==> src/rtl/instr_staticisor.sv <==
// -----------------------------------------------------------------------------
// instr_staticisor
//
// Bit-serial instruction staticisor. Sits directly upstream of the line and
// function staticisors. One WORD_LENGTH-bit instruction word is shifted in
// from the serial store read bus. When the last bit arrives, the word is
// split into address, B-tube, spare and function fields. Those fields are
// held stable until the next completed capture or a reset.
//
// Field layout (LSB upward):
//   [INSTR_ADDR_BITS-1:0]  address  -> s_out (line staticisor `s` input)
//   next INSTR_B_BITS      B-tube   -> b_out
//   next INSTR_SPARE_BITS  padding  -> spare_out
//   top INSTR_FUNCTION_BITS function -> f_out (function staticisor)
//
// Ports:
//   clk         in   system clock; all state changes on the rising edge
//   rst_n       in   asynchronous active-low reset
//   bit_in      in   serial data bit from the store read bus
//   bit_valid   in   bit_in is valid this cycle
//   word_start  in   with bit_valid: this bit is bit 0 of a word
//   load_en     in   sampled with word_start; 1 = capture this word
//   s_out       out  held address field
//   b_out       out  held B-tube field
//   spare_out   out  held spare field
//   f_out       out  held function field
//   stat_valid  out  one-cycle pulse when the held fields take a new word
//   busy        out  a capture is in progress
//   frame_err   out  one-cycle pulse when a word_start cuts a word short
//
// Optional feature:
//   INSTR_STAT_MSB_FIRST_EN  when defined, serial bits arrive MSB first. The
//                            first bit lands at WORD_LENGTH-1 and the bit
//                            position counts downward. Timing is unchanged.
//                            When undefined, bits arrive LSB first.
// -----------------------------------------------------------------------------
module instr_staticisor #(
    parameter int WORD_LENGTH         = 20,
    parameter int INSTR_ADDR_BITS     = 10,
    parameter int INSTR_B_BITS        = 3,
    parameter int INSTR_SPARE_BITS    = 1,
    parameter int INSTR_FUNCTION_BITS = 6
) (
    input  logic                           clk,
    input  logic                           rst_n,
    input  logic                           bit_in,
    input  logic                           bit_valid,
    input  logic                           word_start,
    input  logic                           load_en,
    output logic [INSTR_ADDR_BITS-1:0]     s_out,
    output logic [INSTR_B_BITS-1:0]        b_out,
    output logic [INSTR_SPARE_BITS-1:0]    spare_out,
    output logic [INSTR_FUNCTION_BITS-1:0] f_out,
    output logic                           stat_valid,
    output logic                           busy,
    output logic                           frame_err
);

    // Width of the bit-position counter. It only needs to index 0..WORD_LENGTH-1.
    localparam int CNT_W = (WORD_LENGTH > 1) ? $clog2(WORD_LENGTH) : 1;

    // Field boundaries inside the assembled word.
    localparam int B_LSB     = INSTR_ADDR_BITS;
    localparam int SPARE_LSB = B_LSB + INSTR_B_BITS;
    localparam int F_LSB     = SPARE_LSB + INSTR_SPARE_BITS;

    // Bit ordering. FIRST_POS is where the word_start bit lands. NEXT_POS is
    // the counter value after that first bit. LAST_POS is the position whose
    // arrival completes the word.
`ifdef INSTR_STAT_MSB_FIRST_EN
    localparam logic [CNT_W-1:0] FIRST_POS = CNT_W'(WORD_LENGTH - 1);
    localparam logic [CNT_W-1:0] NEXT_POS  = CNT_W'(WORD_LENGTH - 2);
    localparam logic [CNT_W-1:0] LAST_POS  = CNT_W'(0);
`else
    localparam logic [CNT_W-1:0] FIRST_POS = CNT_W'(0);
    localparam logic [CNT_W-1:0] NEXT_POS  = CNT_W'(1);
    localparam logic [CNT_W-1:0] LAST_POS  = CNT_W'(WORD_LENGTH - 1);
`endif

    // Reject field layouts that do not tile the word exactly.
    if (INSTR_ADDR_BITS + INSTR_B_BITS + INSTR_SPARE_BITS + INSTR_FUNCTION_BITS
        != WORD_LENGTH) begin : g_bad_field_widths
        $error("instr_staticisor: field widths must sum to WORD_LENGTH");
    end

    typedef enum logic {
        IDLE  = 1'b0,
        SHIFT = 1'b1
    } state_t;

    state_t                         state_q, state_d;
    logic [WORD_LENGTH-1:0]         shreg_q, shreg_d;
    logic [CNT_W-1:0]               pos_q, pos_d;
    logic [INSTR_ADDR_BITS-1:0]     s_q, s_d;
    logic [INSTR_B_BITS-1:0]        b_q, b_d;
    logic [INSTR_SPARE_BITS-1:0]    spare_q, spare_d;
    logic [INSTR_FUNCTION_BITS-1:0] f_q, f_d;
    logic                           stat_valid_q, stat_valid_d;
    logic                           frame_err_q, frame_err_d;

    // Position that follows pos_q in the current bit order.
    logic [CNT_W-1:0]               pos_step;

`ifdef INSTR_STAT_MSB_FIRST_EN
    assign pos_step = pos_q - CNT_W'(1);
`else
    assign pos_step = pos_q + CNT_W'(1);
`endif

    // -------------------------------------------------------------------------
    // Next-state and datapath logic
    // -------------------------------------------------------------------------
    always_comb begin
        // NOTE: every signal gets a default first. No path through the case
        // can then leave a value unassigned, so no latch can be inferred.
        state_d      = state_q;
        shreg_d      = shreg_q;
        pos_d        = pos_q;
        s_d          = s_q;
        b_d          = b_q;
        spare_d      = spare_q;
        f_d          = f_q;
        stat_valid_d = 1'b0;
        frame_err_d  = 1'b0;

        unique case (state_q)
            IDLE: begin
                // A word_start with load_en low is some other word on the
                // bus. It is ignored.
                if (bit_valid && word_start && load_en) begin
                    shreg_d            = '0;
                    shreg_d[FIRST_POS] = bit_in;
                    pos_d              = NEXT_POS;
                    state_d            = SHIFT;
                end
            end

            SHIFT: begin
                if (bit_valid) begin
                    if (word_start) begin
                        // Short word: report it. The held fields stay put.
                        // The new word either restarts the capture or sends
                        // the block back to idle.
                        frame_err_d = 1'b1;
                        if (load_en) begin
                            shreg_d            = '0;
                            shreg_d[FIRST_POS] = bit_in;
                            pos_d              = NEXT_POS;
                        end else begin
                            state_d = IDLE;
                        end
                    end else begin
                        shreg_d[pos_q] = bit_in;
                        if (pos_q == LAST_POS) begin
                            // The word is complete, counting this cycle's
                            // bit. Publish it on the next edge. This is the
                            // only point where the held fields change.
                            s_d          = shreg_d[INSTR_ADDR_BITS-1:0];
                            b_d          = shreg_d[SPARE_LSB-1:B_LSB];
                            spare_d      = shreg_d[F_LSB-1:SPARE_LSB];
                            f_d          = shreg_d[WORD_LENGTH-1:F_LSB];
                            stat_valid_d = 1'b1;
                            state_d      = IDLE;
                        end else begin
                            pos_d = pos_step;
                        end
                    end
                end
            end

            default: state_d = IDLE;
        endcase
    end

    // -------------------------------------------------------------------------
    // State register
    // -------------------------------------------------------------------------
    // NOTE: the shift register and counter are cleared by reset along with
    // the control state. An abandoned capture can then never leak stale bits
    // into a later word.
    always_ff @(posedge clk or negedge rst_n) begin
        if (!rst_n) begin
            state_q      <= IDLE;
            shreg_q      <= '0;
            pos_q        <= '0;
            s_q          <= '0;
            b_q          <= '0;
            spare_q      <= '0;
            f_q          <= '0;
            stat_valid_q <= 1'b0;
            frame_err_q  <= 1'b0;
        end else begin
            // NOTE: non-blocking assignments. Every register samples the
            // pre-edge value of every other, whatever the statement order.
            state_q      <= state_d;
            shreg_q      <= shreg_d;
            pos_q        <= pos_d;
            s_q          <= s_d;
            b_q          <= b_d;
            spare_q      <= spare_d;
            f_q          <= f_d;
            stat_valid_q <= stat_valid_d;
            frame_err_q  <= frame_err_d;
        end
    end

    assign s_out      = s_q;
    assign b_out      = b_q;
    assign spare_out  = spare_q;
    assign f_out      = f_q;
    assign stat_valid = stat_valid_q;
    assign frame_err  = frame_err_q;
    assign busy       = (state_q == SHIFT);

endmodule

==> config.mk <==
export PLATFORM = sky130hd
export DESIGN_NAME = instr_staticisor
export DESIGN_NICKNAME = d
export VERILOG_FILES = /design/src/rtl/instr_staticisor.sv
export SDC_FILE = /design/constraint.sdc
export NUM_CORES = 1
export LEC_CHECK = 0
export CAP_MARGIN = 0
export CORE_MARGIN = 8
export CORE_UTILIZATION = 60
export CTS_CLUSTER_DIAMETER = 100
export DETAILED_ROUTE_END_ITERATION = 10
export GPL_ROUTABILITY_DRIVEN = 0
export PLACE_DENSITY = 0.84
export SYNTH_ARGS = -nofsm -noshare
export SYNTH_HDL_FRONTEND = slang
export SYNTH_SLANG_ARGS = --single-unit
export TNS_END_PERCENT = 10
==> constraint.sdc <==
create_clock -name clk -period 3.9 [get_ports clk]
set_input_delay 0.78 -clock clk [delete_from_list [all_inputs] [get_ports clk]]
set_output_delay 0.78 -clock clk [all_outputs]
set_load 0.005 [all_outputs]
Word level (Yosys, flattened, before mapping) --
Index checks and enable logic that the tools add are counted.
Storage, ports and cells: register bits after elaboration 48, bits of input ports 6, output and inout bits 23, logic and storage cells 52
Operators by class: add/subtract/negate cells 1, order comparisons 2, equal/unequal tests 5, mux-type cells 27, bitwise operators 2, reductions and logical operators 6
Operators with widths (count):
- 20-bit two-way mux | 4
- 20-bit one-hot mux with 2 select lines | 1
- 5-bit two-way mux | 5
- 20-bit bitwise mux | 1
- 1-bit two-way mux | 13
- 5-bit one-hot mux with 2 select lines | 1
- 4-bit AND reduction | 2
- 5-bit by 6-bit < comparator with 1-bit output (second input constant) | 1
- 3-bit != test (second input constant) | 2
- 5-bit by 1-bit adder with 5-bit output (second input constant) | 1
- 1-bit demux with 5-bit select | 1
- 5-bit equality test (second input constant) | 1
- 5-bit by 1-bit >= comparator with 1-bit output (second input constant) | 1
- 2-bit != test (second input constant) | 2
- 1-bit logical AND | 3
- 3-bit AND reduction | 1
- 1-bit inverter | 2
- 1-bit one-hot mux with 2 select lines | 1

Logic depth before layout (Yosys ltp) --
depth after elaboration 8, mapped depth 7, mapped depth without buffers 5

Worst setup path before layout --
No wires, ideal clock.
path kind input port to flip-flop, start point in bit_valid, end point reg b_q[0], in the netlist b_out[0], setup time 0.125 ns, arrival 1.901 ns, data required time 3.775 ns, setup slack 1.874 ns, stages on the path 7, buffers on the path 4, cells stage by stage buf_2 and3b_1 buf_6 and2_4 buf_6 buf_12 mux2_4
On the way: cells in the longest elaborated chain, start to end 1
Ends and longest elaborated chain:
- from (decl) | RTL line 47 | input logic bit_valid,
- 4-bit AND reduction (no source line)
- to (signal assigned) | RTL line 187 | b_q <= '0;
- to (signal assigned) | RTL line 199 | b_q <= b_d;
- to (decl) | RTL line 95 | logic [INSTR_B_BITS-1:0] b_q, b_d;
Every way passes these cells. A chain may end at the register's enable or synchronous reset.

Worst setup path after layout --
start point in bit_in, end point reg shreg_q[8]
On the way: cells in the longest elaborated chain, start to end 4
Ends and longest elaborated chain:
- from (decl) | RTL line 46 | input logic bit_in,
- 20-bit bitwise mux | RTL line 153 | shreg_d[pos_q] = bit_in;
- 20-bit two-way mux | RTL line 140 | if (word_start) begin
- 20-bit two-way mux | RTL line 139 | if (bit_valid) begin
- 20-bit one-hot mux with 2 select lines | RTL line 126 | unique case (state_q)
- to (signal assigned) | RTL line 196 | shreg_q <= shreg_d;
- to (decl) | RTL line 92 | logic [WORD_LENGTH-1:0] shreg_q, shreg_d;
Every way passes these cells. The select of a mux whose other input is x is not followed.

==> metrics.txt <==
# TYPE chip_impl_metric gauge
chip_impl_metric{name="synth_area",unit="µm²"} 2560
chip_impl_metric{name="placed_cells",unit=""} 266
chip_impl_metric{name="num-nets-final",unit=""} 234
chip_impl_metric{name="detail-route-antenna-nets",unit=""} 0
chip_impl_metric{name="cts.reportedPaths.clkPinSlew",unit="ns"} 0.08
chip_impl_metric{name="synth_fp_nets",unit=""} 219
chip_impl_metric{name="chipHeight",unit="µm"} 81.3
chip_impl_metric{name="grt_remaining_overflow",unit=""} 0
chip_impl_metric{name="gr-usage-all-layers",unit="%"} 17.6
chip_impl_metric{name="cts-buffers-inserted",unit=""} 5
chip_impl_metric{name="timing.final.crit_share",unit="%"} 64.6
chip_impl_info{name="class_of_the_tightest_hold_or_removal_check",value="flop to flop"} 1
chip_impl_metric{name="reg2reg_setup_slack",unit="ns"} 1.78
chip_impl_metric{name="synth_seq_area_share",unit="%"} 45.9
chip_impl_metric{name="vias",unit=""} 1792
chip_impl_metric{name="path_max_fanout",unit=""} 21
chip_impl_metric{name="critical_path_arrival",unit="ns"} 2.76
chip_impl_metric{name="insertion_delay",unit="ns"} 0.30
chip_impl_metric{name="maxCapViolCount",unit=""} 0
chip_impl_metric{name="worst_slew_pin_slew",unit="ns"} 1.01
chip_impl_metric{name="post_synth_num_cell_types",unit=""} 34
chip_impl_metric{name="finalSetupViolations",unit=""} 0
chip_impl_metric{name="wire_length_per_cell_after_detailed_routing",unit="µm"} 20.0
chip_impl_metric{name="io-pin-count",unit=""} 29
chip_impl_metric{name="floorplan.initialDensity",unit="%"} 63.1
chip_impl_metric{name="cts_htree_levels",unit=""} 2
chip_impl_metric{name="preCtsSetupSlack",unit="ns"} 1.12
chip_impl_info{name="timing.rr.end",value="f_out[3]"} 1
chip_impl_metric{name="postCtsSetupBuffers",unit=""} 0
chip_impl_metric{name="cp.required",unit="ns"} 4.14
chip_impl_info{name="worst_setup_path_start_kind",value="primary input"} 1
chip_impl_metric{name="grt_first_pass_wirelength",unit="mm"} 9.18
chip_impl_info{name="setup_repair_after_global_routing_missed_its_margin",value="no"} 1
chip_impl_metric{name="die-area",unit="µm²"} 6620
chip_impl_metric{name="clock_sink_count",unit=""} 47
chip_impl_metric{name="achievable-frequency",unit="GHz"} 0.397
chip_impl_metric{name="post_cts_hold_buffer_count",unit=""} 0
chip_impl_metric{name="placement.cell_area",unit="µm²"} 2780
chip_impl_metric{name="fillCellCount",unit=""} 275
chip_impl_metric{name="synth_cells",unit=""} 208
chip_impl_info{name="layout.cells.most_common_list",value="sky130_fd_sc_hd__dfrtp_1, sky130_fd_sc_hd__clkdlybuf4s50_1, sky130_fd_sc_hd__o211ai_1, sky130_fd_sc_hd__a22o_1, sky130_fd_sc_hd__mux2_2"} 1
chip_impl_metric{name="synth_warn",unit=""} 0
chip_impl_metric{name="whs_path_depth",unit=""} 1
chip_impl_metric{name="post_cts_resize_count",unit=""} 0
chip_impl_info{name="mostFrequentLayoutCell",value="sky130_fd_sc_hd__dfrtp_1"} 1
chip_impl_info{name="ys_top_cells_by_area",value="sky130_fd_sc_hd__dfrtp_1, sky130_fd_sc_hd__mux2_4, sky130_fd_sc_hd__mux2_2, sky130_fd_sc_hd__a22o_1, sky130_fd_sc_hd__and4bb_2"} 1
chip_impl_metric{name="r2r_depth",unit=""} 4
chip_impl_metric{name="via_per_inst",unit=""} 6.54
chip_impl_metric{name="antenna_found_initial",unit=""} 0
chip_impl_metric{name="clockBufferDepth",unit=""} 2
chip_impl_metric{name="drt_iter0_markers",unit=""} 207
chip_impl_metric{name="design_area",unit="µm²"} 2880
chip_impl_metric{name="timing.max_slew.rel_slack",unit="%"} 32.5
chip_impl_metric{name="peakVddDrop",unit="mV"} 0.262
chip_impl_metric{name="final-max-slew-violation-count",unit=""} 0
chip_impl_metric{name="die_w",unit="µm"} 81.3
chip_impl_info{name="clock_tree_from_tritoncts",value="built"} 1
chip_impl_info{name="end_kind",value="flop"} 1
chip_impl_metric{name="syn-mean-instance-area",unit="µm²"} 12.3
chip_impl_metric{name="final_util",unit="%"} 71.0
chip_impl_metric{name="synth_largest_type_area_fraction",unit="%"} 45.9
chip_impl_info{name="hold_path_startpoint",value="shreg_q[2]"} 1
chip_impl_info{name="ctsRootBufferMaster",value="sky130_fd_sc_hd__clkbuf_8"} 1
chip_impl_metric{name="totalNegativeSetupSlack",unit="ns"} 0
chip_impl_metric{name="antennaDiodeCount",unit=""} 0
chip_impl_metric{name="placementRows",unit=""} 23
chip_impl_metric{name="finalWirelength",unit="mm"} 5.48
chip_impl_info{name="criticalPathCategory",value="primary input to flop"} 1
chip_impl_info{name="worstReg2RegStart",value="pos_q[0]"} 1
chip_impl_metric{name="number_of_global_route_vias_before_repair",unit=""} 1883
chip_impl_metric{name="core",unit="µm²"} 4060
chip_impl_metric{name="timing.clock.skew",unit="ns"} 0.0107
chip_impl_info{name="run_status",value="finished, final reports clean"} 1
chip_impl_info{name="yosys.area.top_type",value="sky130_fd_sc_hd__dfrtp_1"} 1
chip_impl_metric{name="instances_no_fill",unit=""} 274
chip_impl_info{name="sink_of_the_worst_hold_path",value="shreg_q[2]"} 1
chip_impl_metric{name="finalCriticalPeriod",unit="ns"} 2.52
chip_impl_metric{name="power.static_leakage",unit="nW"} 1.26
chip_impl_metric{name="buffer_ports.inserted",unit=""} 28
chip_impl_metric{name="drive_gt1_share",unit="%"} 24.1
chip_impl_metric{name="power_density",unit="nW/µm²"} 376
chip_impl_metric{name="post-route-drc-count",unit=""} 0
chip_impl_metric{name="detailedPlacementHpwl",unit="mm"} 3.49
chip_impl_metric{name="grt_start_max_net_pins",unit=""} 48
chip_impl_metric{name="finalHoldViolations",unit=""} 0
chip_impl_metric{name="areaGrowthSynthToFinish",unit="%"} 12.5
chip_impl_metric{name="final_critical_path_setup_slack",unit="ns"} 1.38
chip_impl_metric{name="number_of_synthesized_register_bits",unit=""} 47
chip_impl_metric{name="first_pass_drt_iterations",unit=""} 4
[registers in the layout (all words and copies together), names as in the netlist]
register    cells
spare_out       1
s_out          10
f_out           6
b_out           3
pos_q           5
shreg_q        19
busy            1
frame_err       1
stat_valid      1
[synth_stat cells]
cell and instances:
sky130_fd_sc_hd__dfrtp_1 47, sky130_fd_sc_hd__a22o_1 18, sky130_fd_sc_hd__o211ai_1 18, sky130_fd_sc_hd__mux2_2 17, sky130_fd_sc_hd__mux2_4 13, sky130_fd_sc_hd__and4bb_2 12
sky130_fd_sc_hd__clkbuf_1 11, sky130_fd_sc_hd__a21oi_1 8, sky130_fd_sc_hd__ha_1 5, sky130_fd_sc_hd__nand2_1 5, sky130_fd_sc_hd__a31oi_1 4, sky130_fd_sc_hd__and4b_1 4
sky130_fd_sc_hd__buf_2 4, sky130_fd_sc_hd__buf_6 4, sky130_fd_sc_hd__inv_1 4, sky130_fd_sc_hd__nand2b_1 4, sky130_fd_sc_hd__nor4b_1 4, sky130_fd_sc_hd__mux2i_1 3
sky130_fd_sc_hd__nor2_1 3, sky130_fd_sc_hd__o21ai_0 3, sky130_fd_sc_hd__and3_1 2, sky130_fd_sc_hd__clkbuf_2 2, sky130_fd_sc_hd__nand3_1 2, sky130_fd_sc_hd__and2_1 1
sky130_fd_sc_hd__and2_4 1, sky130_fd_sc_hd__and3b_1 1, sky130_fd_sc_hd__buf_12 1, sky130_fd_sc_hd__mux2_1 1, sky130_fd_sc_hd__nand3b_1 1, sky130_fd_sc_hd__nand4_1 1
sky130_fd_sc_hd__o21a_1 1, sky130_fd_sc_hd__o311ai_1 1, sky130_fd_sc_hd__or3_1 1, sky130_fd_sc_hd__or4_1 1
[power by group]
part           switching (W)  internal, W  total, W
Clock               0.000163     0.000161  0.000324
Sequential         0.0000420     0.000510  0.000552
Combinational       0.000112    0.0000950  0.000207
[worst max-delay path: stages]
cell                              delay (ns)
sky130_fd_sc_hd__clkdlybuf4s50_1        0.99
sky130_fd_sc_hd__and2_1                 0.70
sky130_fd_sc_hd__a22o_1                 0.28
[cell type report]
cell class	count	area [µm²]	share of cell area, %
clock buffer	7	96.3	3.34
sequential	47	1180	40.8
multi-input combinational	135	1230	42.8
inverter	4	15.0	0.521
tap	50	62.6	2.17
clock inverter	1	7.51	0.261
timing repair buffer	30	290	10.1
[through the flow]
stage	hold WS (ns)	total power (W)
final	0.496	0.00108
after global routing	0.527	0.00113
after CTS	0.502	0.00109
after detailed placement	0.484	0.000763
after global placement	0.480	0.000748
after floorplan	0.459	0.000701
[metal layers]
metal | wire, µm | global-route usage, % | part of all wire (%) | vias up
met5 | 0 | 0 | 0 | -
met4 | 79 | 8.04 | 1.4 | 0
met3 | 327 | 4.86 | 6.0 | 9
met2 | 2700 | 27.9 | 49 | 63
met1 | 2370 | 21.7 | 43 | 903
li1 | - | - | - | 817
[worst max path at each step]
stage,end,from,slack [ns]
final,shreg_q[8],bit_in,1.38
after global routing,shreg_q[8],bit_valid,1.32
after CTS,shreg_q[8],bit_valid,1.42
after detailed placement,shreg_q[8],bit_valid,1.12
after global placement,shreg_q[10],bit_valid,1.21
after floorplan,b_out[0],bit_valid,1.87
[cell families (layout without fill, tap and decap cells)]
| logic type | after synthesis | in the layout | share of synthesized area (%) |
|---|---|---|---|
| flops | 47 | 47 | 45.9 |
| buf+inv | 26 | 42 | 5.91 |
| compound gates | 53 | 53 | 15.2 |
| fa+ha+maj | 5 | 5 | 2.44 |
| mux | 34 | 34 | 16.7 |
| simple gates | 43 | 43 | 13.8 |
No activity file was read; power rests on OpenSTA's default activity.
